File: src/rtl/mult_iter_pkg.sv
// Shared definitions for the iterative multiplier. The multi-cycle divider reuses
// the state names.
package mult_iter_pkg;
  localparam int MUL_WIDTH = 32;

  typedef enum logic [1:0] {
    MUL_IDLE = 2'b00,
    MUL_CALC = 2'b01,
    MUL_FIX  = 2'b10
  } mul_state_e;
endpackage

File: src/rtl/mult_iter_abs_neg.sv
// Conditional two's complement. It produces operand magnitudes and the signed
// fix-up of the 2W-bit product.
module mult_iter_abs_neg #(
  parameter int WIDTH = 32
) (
  input  logic [WIDTH-1:0] i_in,
  input  logic             i_neg_en,
  output logic [WIDTH-1:0] o_out
);
  assign o_out = i_neg_en ? (~i_in + WIDTH'(1)) : i_in;
endmodule

File: src/rtl/mult_iter.sv
// Radix-2 shift-add multiplier for MULT/MULTU. It uses a fixed 33-clock latency
// from the accepted start to the done pulse, and returns the 64-bit product as hi/lo.
module mult_iter
  import mult_iter_pkg::*;
#(
  parameter int WIDTH = MUL_WIDTH
) (
  input  logic             clk,
  input  logic             rst_n,
  input  logic             start,
  input  logic [WIDTH-1:0] a,
  input  logic [WIDTH-1:0] b,
  input  logic             sign,
  output logic             busy,
  output logic             done,
  output logic [WIDTH-1:0] hi,
  output logic [WIDTH-1:0] lo
);
  localparam int CNT_W = $clog2(WIDTH);

  mul_state_e         r_state;
  mul_state_e         w_next;
  logic [WIDTH-1:0]   r_mcand;
  logic [WIDTH-1:0]   r_acc;
  logic [WIDTH-1:0]   r_mplr;
  logic [WIDTH-1:0]   r_hi;
  logic [WIDTH-1:0]   r_lo;
  logic               r_neg;
  logic               r_done;
  logic [CNT_W-1:0]   r_count;
  logic [WIDTH-1:0]   w_mag_a;
  logic [WIDTH-1:0]   w_mag_b;
  logic [WIDTH:0]     w_sum;
  logic [2*WIDTH-1:0] w_result;
  logic               w_last;

  mult_iter_abs_neg #(.WIDTH(WIDTH)) u_abs_a (
    .i_in(a), .i_neg_en(sign & a[WIDTH-1]), .o_out(w_mag_a)
  );
  mult_iter_abs_neg #(.WIDTH(WIDTH)) u_abs_b (
    .i_in(b), .i_neg_en(sign & b[WIDTH-1]), .o_out(w_mag_b)
  );
  mult_iter_abs_neg #(.WIDTH(2*WIDTH)) u_fix (
    .i_in({r_acc, r_mplr}), .i_neg_en(r_neg), .o_out(w_result)
  );

  // The carry is kept as bit WIDTH and shifts back into the accumulator.
  assign w_sum  = {1'b0, r_acc} + (r_mplr[0] ? {1'b0, r_mcand} : {(WIDTH+1){1'b0}});
  assign w_last = (r_count == CNT_W'(WIDTH-1));

  always_ff @(posedge clk or negedge rst_n) begin
    if (!rst_n) r_state <= MUL_IDLE;
    else        r_state <= w_next;
  end

  always_comb begin
    w_next = r_state;
    case (r_state)
      MUL_IDLE: if (start) w_next = MUL_CALC;
      MUL_CALC: if (w_last) w_next = MUL_FIX;
      MUL_FIX:  w_next = MUL_IDLE;
      default:  w_next = MUL_IDLE;
    endcase
  end

  always_ff @(posedge clk or negedge rst_n) begin
    if (!rst_n) begin
      r_mcand <= '0;
      r_acc   <= '0;
      r_mplr  <= '0;
      r_neg   <= 1'b0;
      r_count <= '0;
      r_hi    <= '0;
      r_lo    <= '0;
      r_done  <= 1'b0;
    end else begin
      r_done <= 1'b0;
      case (r_state)
        MUL_IDLE: if (start) begin
          r_mcand <= w_mag_a;
          r_mplr  <= w_mag_b;
          r_acc   <= '0;
          r_neg   <= sign & (a[WIDTH-1] ^ b[WIDTH-1]);
          r_count <= '0;
        end
        MUL_CALC: begin
          r_acc   <= w_sum[WIDTH:1];
          r_mplr  <= {w_sum[0], r_mplr[WIDTH-1:1]};
          r_count <= r_count + CNT_W'(1);
        end
        MUL_FIX: begin
          {r_hi, r_lo} <= w_result;
          r_done       <= 1'b1;
        end
        default: ;
      endcase
    end
  end

  assign busy = (r_state != MUL_IDLE);
  assign done = r_done;
  assign hi   = r_hi;
  assign lo   = r_lo;
endmodule

File: config.mk
export PLATFORM = sky130hd
export DESIGN_NAME = mult_iter
export DESIGN_NICKNAME = d
export VERILOG_FILES = /design/src/rtl/mult_iter_pkg.sv /design/src/rtl/mult_iter_abs_neg.sv /design/src/rtl/mult_iter.sv
export SDC_FILE = /design/constraint.sdc
export NUM_CORES = 1
export LEC_CHECK = 0
export CORE_AREA = 2 2 144 146
export DETAILED_ROUTE_END_ITERATION = 16
export DIE_AREA = 0 0 146 148
export PLACE_DENSITY = 0.92
export SYNTH_ARGS = -nofsm -noshare
export SYNTH_HDL_FRONTEND = slang
export SYNTH_HIERARCHICAL = 1
export SYNTH_SLANG_ARGS = --single-unit
File: constraint.sdc
create_clock -name clk -period 4.9 [get_ports clk]
set_input_delay 0.98 -clock clk [delete_from_list [all_inputs] [get_ports clk]]
set_output_delay 0.98 -clock clk [all_outputs]
set_load 0.05 [all_outputs]
Word level (Yosys, flattened, before mapping). Cells that the tools add are included. W data, S select, Z words.

Bitwise operators: 7. Multiplexer cells: 14. Reduce and logical (&&, ||, !) cells: 6. Equality and inequality tests: 5. $add $sub $neg: 5.

Operator list (number): $mux W32 (5); $pmux W32 S2 (2); $add A32 B1 Y32 const B (2); $add A64 B1 Y64 const B (1); $mux W64 (1); $not A32 Y32 (2); $not A64 Y64 (1); $add A32 B32 Y33 (1); $pmux W5 S2 (1); $reduce_and A2 Y1 (3); $add A5 B1 Y5 const B (1); $eq A5 B5 Y1 const B (1); $mux W5 (1); $mux W2 (2); $ne A2 B2 Y1 const B (2); $pmux W2 S2 (1); $reduce_bool A2 Y1 (2); $and A1 B1 Y1 (3); $eq A2 B1 Y1 const B (1); $eq A2 B2 Y1 const B (1); $logic_not A2 Y1 (1); $mux W1 (1); $xor A1 B1 Y1 (1).

Output and inout port bits: 66. Input bits: 68. Logic and storage cells: 46. Register bits: 169.

Logic depth before layout (Yosys ltp). Gate-level depths: netlist of run 1.

Depth after elaboration: 5. Gate-level depth with buffers: 13. Mapped depth without buffers: 12.

Modules after synthesis. The synthesis of run 1 kept the hierarchy.

By module, submodules not included: mult_iter (area an instance 8699.6 µm², cells an instance 873, seq. area each 4229.1 µm², instances 1); mult_iter_abs_neg at u_fix (area an instance 1649.1 µm², cells an instance 206, seq. area each 0.0 µm², instances 1); mult_iter_abs_neg at u_abs_a ... (area an instance 777.0 µm², cells an instance 99, seq. area each 0.0 µm², instances 2).

Worst setup path after synthesis of run 1. OpenSTA, ideal clock, no wires.

Path kind: register to register. Start point: register r_mplr[0]. End point: register r_acc[29]. Cell stages (with the launch flop): 14. Library setup time: 0.126 ns. Clock period less this slack: 3.297 ns. Path buffers: 1. Data required time: 4.774 ns. Data arrival time: 3.170 ns. Slack: 1.603 ns. Cells stage by stage: dfrtp_1 > clkbuf_1 > and2_1 > ha_1 > inv_1 > fa_1 > nand2b_1 > a21oi_1 > o211ai_1 > o31a_1 > o31a_1 > o31ai_2 > a31oi_1 > a311o_1.

Word-level cells in the longest chain between the ends: 3.

RTL lines: start: declaration (RTL line mult_iter.sv:25) `logic [WIDTH-1:0] r_mplr;`; start signal: assignment (RTL line mult_iter.sv:81) `r_mplr <= w_mag_b;`; start signal: assignment (RTL line mult_iter.sv:88) `r_mplr <= {w_sum[0], r_mplr[WIDTH-1:1]};`; $mux W32 (RTL line mult_iter.sv:48) `assign w_sum = {1'b0, r_acc} + (r_mplr[0] ? {1'b0, r_mcand} : {(WIDTH+1){1'b0}});`; $add A32 B32 Y33 (RTL line mult_iter.sv:48); $pmux W32 S2 (RTL line mult_iter.sv:78) `case (r_state)`; end signal: assignment (RTL line mult_iter.sv:87) `r_acc <= w_sum[WIDTH:1];`; end: declaration (RTL line mult_iter.sv:24) `logic [WIDTH-1:0] r_acc;`.

Every way passes these cells. A chain may end at the register's enable or synchronous reset.

Worst setup path in the final report of run 1. Same ends and word-level chain as after synthesis.

==> reports/results.tsv, run 1 <==
stage	metric	value	unit
route	totalWireLength	32250	µm
timing	worst_slew_pin_slew	1.096	ns
timing	final.period_utilization	74.67	%
yosys	syn_area_per_cell	9.321	µm²
timing	tns	0	ns
setup_path	path_max_fanout	10	
layout	final_util	70.08	%
power_and_ir_drop	p_per_area	627.3	nW/µm²
timing	rsz0062_at_grt	false	
timing	fmax	273.3	MHz
yosys	synthArstFlopShare	100.0	%
layout	drive_gt1_share	13.11	%
cts	cts_resized	0	
yosys	synth_nets	1383	
hold_path	hp-start	r_mcand[23]$_DFFE_PN0P_	
route	post-route-drc-count	0	
job	maxCapViolations	0	
route	ant_nets	0	
hold_path	hold_path_end	r_mcand[23]$_DFFE_PN0P_	
yosys	synth.cells.most_frequent	nand2_1 (180), dfrtp_1 (169), xnor2_1 (132), o21ai_0 (95), mux2_2 (64)	
cts	postCtsSetupBuffers	0	
layout	design_area	14040	µm²
setup_path	rrSetupSlack	1.24	ns
hold_path	hold_class	reg -> reg	
timing	finalSetupViolCount	0	
route	vias	10520	
global_route	grt_pass1_vias	10490	
timing	final_hold_viol_count	0	
cts	clkLatencyLatePin	0.44	ns
route	wl_per_cell	19.53	µm
layout	nets	1474	
cts	cts_tree	yes	
yosys	synth_top_cell_area_share	35.53	%
power_and_ir_drop	peakVddDrop	0.0003753	V
global_route	grt_overflow	0	
global_route	antenna_found_initial	0	
cts	cts_hold_buf	0	
global_route	grt_max_degree	112	
placed_design	gp_congestion	0.9243	
floorplanning	fp.dieArea	21610	µm²
setup_path	reg2reg_depth	12	
floorplanning	io_pins	134	
cts	clock_tree.root_cell	clkbuf_16	
timing	worst_slack	1.241	ns
setup_path	critPathKind	reg -> reg	
floorplanning	row_count	52	
hold_path	hold_depth	2	
cts	cts-buffers-inserted	17	
yosys	synth_edf_count	0	
timing	max_slew_margin	26.92	%
setup_path	crit_required	5.22	ns
floorplanning	die_w	146	µm
route	vias_per_cell	6.373	
yosys	synthCells	1277	
timing	fin_skew	0.01012	ns
route	dr.first_iter.drc_count	960	
yosys	netlist_area	11900	µm²
power_and_ir_drop	leakagePower	0.005474	µW
yosys	dominantRegCellSynth	dfrtp_1	
floorplanning	initial_core_util	59.40	%
global_route	track_usage	30.03	%
setup_path	cp_data_arrival_time	3.98	ns
cts	htreeDepth	4	
cts	clk_pin_slew	0.07	ns
placed_design	pre_cts_ws	1.394	ns
placed_design	portBuffers	133	
yosys	synth.area.top_cells	dfrtp_1 (36%), xnor2_1 (9.7%), mux2_2 (6.1%)	
setup_path	worstReg2RegEnd	r_acc[29]$_DFFE_PN0P_	
cts	clockBufferDepth	2	
timing	drv_slew	0	
placed_design	dp_hpwl	22800	µm
setup_path	cp-end-kind	flip-flop	
layout	fillCellCount	1453	
yosys	synth_seq_cells	169	
yosys	synth_top_area_cell	dfrtp_1	
run_status	run_status	finished clean	
layout	antennaDiodeCount	0	
route	dr.pass1.iters	6	
floorplanning	die_h	148	µm
floorplanning	coreArea	20040	µm²
setup_path	startpoint_type	flip-flop	
layout	syn_to_final_growth	17.99	%
timing	min_period	3.659	ns
yosys	yosysMostFrequentCell	nand2_1	
yosys	yosysWarnings	6	
placed_design	dpl_cell_area	13410	µm²
setup_path	r2r-start	r_mplr[0]$_DFFE_PN0P_	
yosys	ys_seq_area_share	35.53	%
yosys	ys_types	76	
global_route	grt_pass1_wl	52620	µm
cts	cts_sinks	169	
-- routing by layer --
| layer | GRT usage, % | share of wire, % |
|---|---|---|
| met1 | 37.53 | 40 |
| met5 | 0 | 0 |
| met4 | 13.54 | 3.7 |
| met2 | 50.78 | 48 |
| met3 | 5.864 | 8.6 |
-- placed cells by master, fill, tap and decap left out, types with 5 or more instances in the layout --
cell             synthesis  final
a211oi_1                 8      8
a21o_1                  16     16
a21oi_1                 60     60
a22oi_1                 32     32
a31oi_1                  9      9
and2_1                  36     36
buf_4                    3     13
clkbuf_16                0     17
clkdlybuf4s50_1          0    132
dfrtp_1                169    168
ha_1                    37     37
inv_1                   15     15
mux2_2                  64     64
nand2_1                180    180
nand2b_1                16     16
nand3_1                 19     19
nand4_1                 14     14
nor2_1                  23     23
nor2b_1                 42     38
nor3_1                   9      9
nor4_1                   6      6
nor4_4                   9      9
o211ai_1                 5      5
o21a_1                   7      7
o21ai_0                 95     95
o21ai_1                 16     16
o31ai_1                 39     39
o31ai_2                  7      7
o41ai_1                 19     19
o41ai_2                 12     12
or2_2                    8      8
or3_1                   11     11
or4_1                    8      8
or4_4                    6      6
xnor2_1                132    132
xor2_1                  13     13
-- registers in the layout (all words and copies together), names as in the netlist --
register  flops
done          1
r_acc        32
r_mplr       32
hi           32
r_state       2
r_neg         1
r_mcand      32
r_count       5
lo           32
-- stage by stage --
step	instances	hold slack, ns	total power, µW
final	1651	0.4661	8810
after global routing	1651	0.4906	9289
after CTS	1651	0.4713	8736
after detailed placement	1619	0.4555	7235
after global placement	1619	0.4512	7049
after floorplan	1277	0.4368	5847
-- how the worst max path moves through the flow --
stage | start | end | slack, ns | cells after the start
2_1_floorplan | r_mplr[0]$_DFFE_PN0P_ | r_acc[29]$_DFFE_PN0P_ | 1.60 | 13
3_5_place_dp | r_mplr[0]$_DFFE_PN0P_ | r_acc[29]$_DFFE_PN0P_ | 1.39 | 12
5_1_grt | r_mplr[0]$_DFFE_PN0P_ | r_acc[29]$_DFFE_PN0P_ | 1.10 | 12
4_1_cts | r_mplr[0]$_DFFE_PN0P_ | r_acc[29]$_DFFE_PN0P_ | 1.31 | 12
6_report | r_mplr[0]$_DFFE_PN0P_ | r_acc[29]$_DFFE_PN0P_ | 1.24 | 12
3_3_place_gp | r_mplr[0]$_DFFE_PN0P_ | r_acc[29]$_DFFE_PN0P_ | 1.55 | 12
-- worst max-delay path: stages, from the launching register on --
cell and delay (ns):
dfrtp_1 0.59, and2_1 0.19, ha_1 0.20, inv_1 0.08, fa_1 0.38, nand2b_1 0.22
a21oi_1 0.27, o211ai_1 0.23, o31a_1 0.32, o31a_1 0.31, o31ai_2 0.34, a31oi_1 0.13
a311o_1 0.28
-- final cells by class --
type	instances	area, µm²	share of cell area (%)
sequential	169	4230	30.12
multi-input combinational	1017	7331	52.20
tap	270	337.8	2.406
clock buffer	19	442.9	3.154
clock inverter	13	191.4	1.363
timing repair buffer	147	1450	10.33
inverter	16	60.06	0.4277
-- logic make-up (layout without fill, tap and decap cells) --
family,after synthesis,count (layout),share of synthesized area (%)
adder cells (fa/ha/maj),38,38,4.058
XOR/XNOR,145,145,10.67
AO/OA/AOI/OAI,349,349,20.50
multiplexers,66,66,6.223
flip-flops,169,169,35.53
AND/OR/NAND/NOR,419,419,19.98
buffers and inverters,91,195,3.038
-- report_power, final --
group / internal (µW) / switching, µW / total, µW
Sequential: 2010 / 767 / 2770
Combinational: 1870 / 2700 / 4570
Clock: 873 / 592 / 1460
No activity file was read; power rests on OpenSTA's default activity.
==> run 2: changes to the inputs <==
- CORE_AREA: 2 2 144 146 -> 2 2 147 149
- DIE_AREA: 0 0 146 148 -> 0 0 149 151
- PLACE_DENSITY: 0.92 -> 0.89
- clock period: 4.9 -> 3.75 ns (I/O delays scaled with it)
==> run 2 against run 1 <==
  * Count of clock-buffer cells in the layout down 2
  * Register-to-register slack worse by 0.91 ns
  * First-iteration DRC count down 18%
  * Core utilization down 2.4 points
  * Worst setup slack lost 0.91 ns
  * Critical endpoint is now r_acc[31]$_DFFE_PN0P_
  * Flip-flop and latch count unchanged
  * Sequential power rose by 32%
  * Clock skew increased by 0.0038 ns
  * Via count fell by 3.0%
  * Sequential share of layout area fell by 0.12 points
  * Critical path type unchanged
  * Final area grew 0.40%
  * Clock power rose by 36%
==> reports/results.tsv, run 2 (synthesis results as in run 1) <==
stage	metric	value	unit
timing	rsz0062_at_grt	false	
setup_path	rrSetupSlack	0.33	ns
floorplanning	row_count	53	
layout	nets	1479	
cts	postCtsSetupBuffers	0	
cts	cts_tree	yes	
timing	max_slew_margin	18.43	%
timing	drv_slew	0	
timing	finalSetupViolCount	0	
timing	tns	0	ns
global_route	grt_pass1_vias	10070	
timing	fin_skew	0.01396	ns
global_route	grt_overflow	0	
placed_design	pre_cts_ws	0.4750	ns
floorplanning	io_pins	134	
layout	design_area	14100	µm²
job	maxCapViolations	0	
floorplanning	coreArea	20820	µm²
cts	htreeDepth	4	
global_route	grt_pass1_wl	50570	µm
layout	stdcell_count	1661	
cts	cts-buffers-inserted	17	
placed_design	dp_hpwl	22140	µm
route	dr.pass1.iters	5	
setup_path	cp_data_arrival_time	3.75	ns
layout	drive_gt1_share	13.49	%
cts	clock_tree.root_cell	clkbuf_16	
timing	min_period	3.421	ns
timing	final_hold_viol_count	0	
floorplanning	die_w	149	µm
cts	clk_pin_slew	0.07	ns
setup_path	reg2reg_depth	12	
setup_path	startpoint	r_mplr[0]$_DFFE_PN0P_	
layout	final_common_cell	nand2_1	
global_route	track_usage	27.89	%
cts	cts_resized	0	
timing	hold_ws	0.3343	ns
setup_path	worstReg2RegEnd	r_acc[31]$_DFFE_PN0P_	
layout	fillCellCount	1599	
setup_path	startpoint_type	flip-flop	
route	totalWireLength	30840	µm
placed_design	dpl_cell_area	13440	µm²
timing	worst_slew_pin_slew	1.224	ns
timing	fmax	292.3	MHz
cts	cts_sinks	169	
layout	syn_to_final_growth	18.46	%
floorplanning	fp.dieArea	22500	µm²
route	vias	10210	
route	ant_nets	0	
power_and_ir_drop	peakVddDrop	0.0004606	V
setup_path	cp-end-kind	flip-flop	
route	dr.first_iter.drc_count	791	
floorplanning	die_h	151	µm
route	post-route-drc-count	0	
layout	layout_common_cells	nand2_1 (180), dfrtp_1 (168), xnor2_1 (132), clkdlybuf4s50_1 (132), o21ai_0 (95)	
timing	final.period_utilization	91.24	%
route	vias_per_cell	6.146	
floorplanning	initial_core_util	57.16	%
global_route	grt_max_degree	78	
setup_path	crit_path_end	r_acc[31]$_DFFE_PN0P_	
placed_design	dp.cells	1629	
placed_design	portBuffers	133	
timing	worst_slack	0.3286	ns
run_status	run_status	finished clean	
setup_path	r2r-start	r_mplr[0]$_DFFE_PN0P_	
setup_path	crit_required	4.08	ns
global_route	antenna_found_initial	1	
route	wl_per_cell	18.57	µm
cts	cts_hold_buf	0	
layout	antennaDiodeCount	0	
cts	clkLatencyLatePin	0.45	ns
placed_design	gp_congestion	0.9417	
setup_path	critPathKind	reg -> reg	
hold_path	hold_class	in -> async	
cts	clockBufferDepth	2	
power_and_ir_drop	leakagePower	0.005517	µW
setup_path	path_max_fanout	6	
power_and_ir_drop	p_per_area	817.2	nW/µm²
[run 2: cell type report]
type	count	area, µm²	share of cell area [%]
clock buffer	17	425.4	3.017
timing repair buffer	152	1475	10.46
multi-input combinational	1017	7331	51.99
inverter	16	60.06	0.4259
clock inverter	15	234.0	1.659
tap	275	344.1	2.440
sequential	169	4230	30.00
[run 2: layer usage]
layer	share of wire (%)	GRT usage [%]	vias to the layer above
met2	47	46.41	441
li1	-	-	4810
met4	3.0	10.90	2
met1	43	36.27	4868
met3	6.7	5.151	87
met5	0.032	0	-
[run 2: worst min path at each step]
stage,start,endpoint,slack [ns],cells after the start
after detailed placement,r_mcand[11]$_DFFE_PN0P_,r_mcand[11]$_DFFE_PN0P_,0.45,2
after CTS,rst_n,hi[21]$_DFFE_PN0P_,0.36,1
after global placement,r_mcand[24]$_DFFE_PN0P_,r_mcand[24]$_DFFE_PN0P_,0.45,2
after floorplan,r_neg$_DFFE_PN0P_,r_neg$_DFFE_PN0P_,0.44,2
after global routing,rst_n,r_mplr[22]$_DFFE_PN0P_,0.40,1
final,rst_n,r_mplr[22]$_DFFE_PN0P_,0.33,1
[run 2: power by group]
part           internal [µW]  switching (µW)
combinational           2450            3440
clock                   1200             786
sequential              2620            1030
[run 2: stage by stage]
| step | power [µW] | utilization, % |
|---|---|---|
| after floorplan | 7640 | - |
| after detailed placement | 9410 | 64.55 |
| after global placement | 9245 | 64.55 |
| after global routing | 12180 | 67.71 |
| final | 11520 | 67.71 |
| after CTS | 11470 | 67.71 |
[run 2: critical path: stages, from the launching register on]
cell	delay [ns]
dfrtp_1	0.39
and2_1	0.15
ha_1	0.21
inv_1	0.07
fa_1	0.39
nand2b_1	0.20
a21oi_1	0.27
o211ai_1	0.20
o221ai_1	0.33
a21oi_1	0.17
o21ai_1	0.38
a21oi_1	0.16
o41ai_1	0.39
==> run 3: changes to the inputs <==
- CORE_AREA: 2 2 147 149 -> 5 5 150 152
- DIE_AREA: 0 0 149 151 -> 0 0 155 157
==> run 3 against run 2 <==
  * Sequential power barely moved
  * Maximum frequency rose by 0.54%
  * Critical path depth shrank 1
  * Register-to-register slack gained 0.02 ns
  * Critical path type unchanged
  * Worst setup slack better by 0.018 ns
==> reports/results.tsv, run 3 (synthesis results as in run 1) <==
stage	metric	value	unit
run_status	run_status	finished clean	
layout	final_util	67.06	%
cts	cts_resized	0	
setup_path	crit_chain	ha_1 > inv_1 > fa_1 > nand2b_1 > a21oi_1 > o211ai_1 > o31a_1 > o31a_1 > o31ai_2 > a31oi_1 > a311o_1	
route	wl_per_cell	19.26	µm
layout	final_common_cell	nand2_1	
global_route	track_usage	26.21	%
timing	final_hold_viol_count	0	
timing	finalSetupViolCount	0	
route	post-route-drc-count	0	
setup_path	cp_slowest_stage_delay	0.48	ns
route	vias	10420	
cts	clk_pin_slew	0.07	ns
setup_path	crit_required	4.06	ns
setup_path	cp_common_cell	o31a_1	
floorplanning	die_w	155	µm
global_route	grt_util_met1	34.12	%
cts	cts_hold_buf	0	
layout	layout_common_cells	nand2_1 (180), dfrtp_1 (168), xnor2_1 (132), clkdlybuf4s50_1 (132), o21ai_0 (95)	
power_and_ir_drop	p_per_area	799.5	nW/µm²
cts	cts_sinks	169	
power_and_ir_drop	leakagePower	0.005460	µW
route	vias_per_cell	6.277	
power_and_ir_drop	peakVddDrop	0.0004402	V
cts	cts_tree	yes	
placed_design	pre_cts_ws	0.4894	ns
setup_path	worstReg2RegEnd	r_acc[29]$_DFFE_PN0P_	
global_route	antenna_found_initial	1	
hold_path	hold_class	in -> async	
timing	min_period	3.403	ns
timing	rsz0062_at_grt	false	
layout	drive_gt1_share	13.36	%
setup_path	path_max_fanout	6	
cts	clkLatencyLatePin	0.43	ns
placed_design	portBuffers	133	
setup_path	rrSetupSlack	0.35	ns
global_route	grt_max_degree	72	
power_and_ir_drop	total_power	11200	µW
placed_design	dp_hpwl	23070	µm
layout	nets	1479	
timing	fmax	293.9	MHz
route	dr.first_iter.drc_count	804	
route	totalWireLength	31970	µm
job	maxCapViolations	0	
placed_design	gp_congestion	0.9358	
setup_path	cp_data_arrival_time	3.72	ns
global_route	grt_pass1_vias	10190	
floorplanning	coreArea	20890	µm²
global_route	grt_overflow	0	
global_route	busiest_layer	met2	
timing	drv_slew	0	
floorplanning	io_pins	134	
setup_path	cp_top_family	compound AO/OA/AOI/OAI gates	
cts	htreeDepth	4	
global_route	met2_usage	43.88	%
floorplanning	fp.dieArea	24340	µm²
setup_path	cp-end-kind	flip-flop	
cts	cts-buffers-inserted	17	
setup_path	cp.depth	11	
timing	hold_ws	0.3249	ns
floorplanning	row_count	53	
layout	antennaDiodeCount	0	
timing	fin_skew	0.01131	ns
timing	final.period_utilization	90.75	%
setup_path	r2r-start	r_acc[0]$_DFFE_PN0P_	
cts	clockBufferDepth	2	
setup_path	critPathBufInv	1	
layout	syn_to_final_growth	17.69	%
global_route	met3_usage	4.674	%
timing	worst_slack	0.3470	ns
cts	clock_tree.root_cell	clkbuf_16	
setup_path	reg2reg_depth	11	
timing	worst_slew_pin_slew	1.212	ns
route	ant_nets	0	
setup_path	cp_slowest_cell	dfrtp_1	
cts	postCtsSetupBuffers	0	
floorplanning	initial_core_util	56.98	%
route	dr.pass1.iters	10	
setup_path	critPathKind	reg -> reg	
setup_path	startpoint_type	flip-flop	
timing	tns	0	ns
timing	max_slew_margin	19.19	%
global_route	grt_pass1_wl	52470	µm
floorplanning	die_h	157	µm
-- run 3: power breakdown --
part           switching [µW]  leakage, µW  internal (µW)
registers                1040      0.00203           2620
clock network             735     0.000261            895
logic                    3460      0.00317           2450
-- run 3: cell type report --
type                    count  area [µm²]
multi-input cells        1017        7331
fillers                  1597        6880
flip-flops and latches    169        4230
repair buffers            152        1500
clock buffers              21       470.5
well taps                 275       344.1
clock inverters            10       72.57
inverters                  16       60.06
-- run 3: per-stage QoR --
step	instance area, µm²	std cells
finish	14010	1660
global route	14010	1660
CTS	14010	1660
detailed placement	13470	1629
global placement	13470	1629
floorplan	11900	1277
-- run 3: worst max-delay path by stage --
stage | from | endpoint | slack (ns)
after detailed placement | r_acc[0]$_DFFE_PN0P_ | r_acc[29]$_DFFE_PN0P_ | 0.49
after CTS | r_acc[0]$_DFFE_PN0P_ | r_acc[29]$_DFFE_PN0P_ | 0.40
after global routing | r_mplr[0]$_DFFE_PN0P_ | r_acc[31]$_DFFE_PN0P_ | 0.11
after global placement | r_mplr[0]$_DFFE_PN0P_ | r_acc[29]$_DFFE_PN0P_ | 0.58
final | r_acc[0]$_DFFE_PN0P_ | r_acc[29]$_DFFE_PN0P_ | 0.35
after floorplan | r_mplr[0]$_DFFE_PN0P_ | r_acc[29]$_DFFE_PN0P_ | 0.45
-- run 3: routing by layer --
layer  routed length, µm  share of wire [%]  vias up
met2               15310                 48      534
met5                   0                  0        -
li1                    -                  -     4806
met3                2517                7.9       75
met4                 838                2.6        0
met1               13310                 42     5004
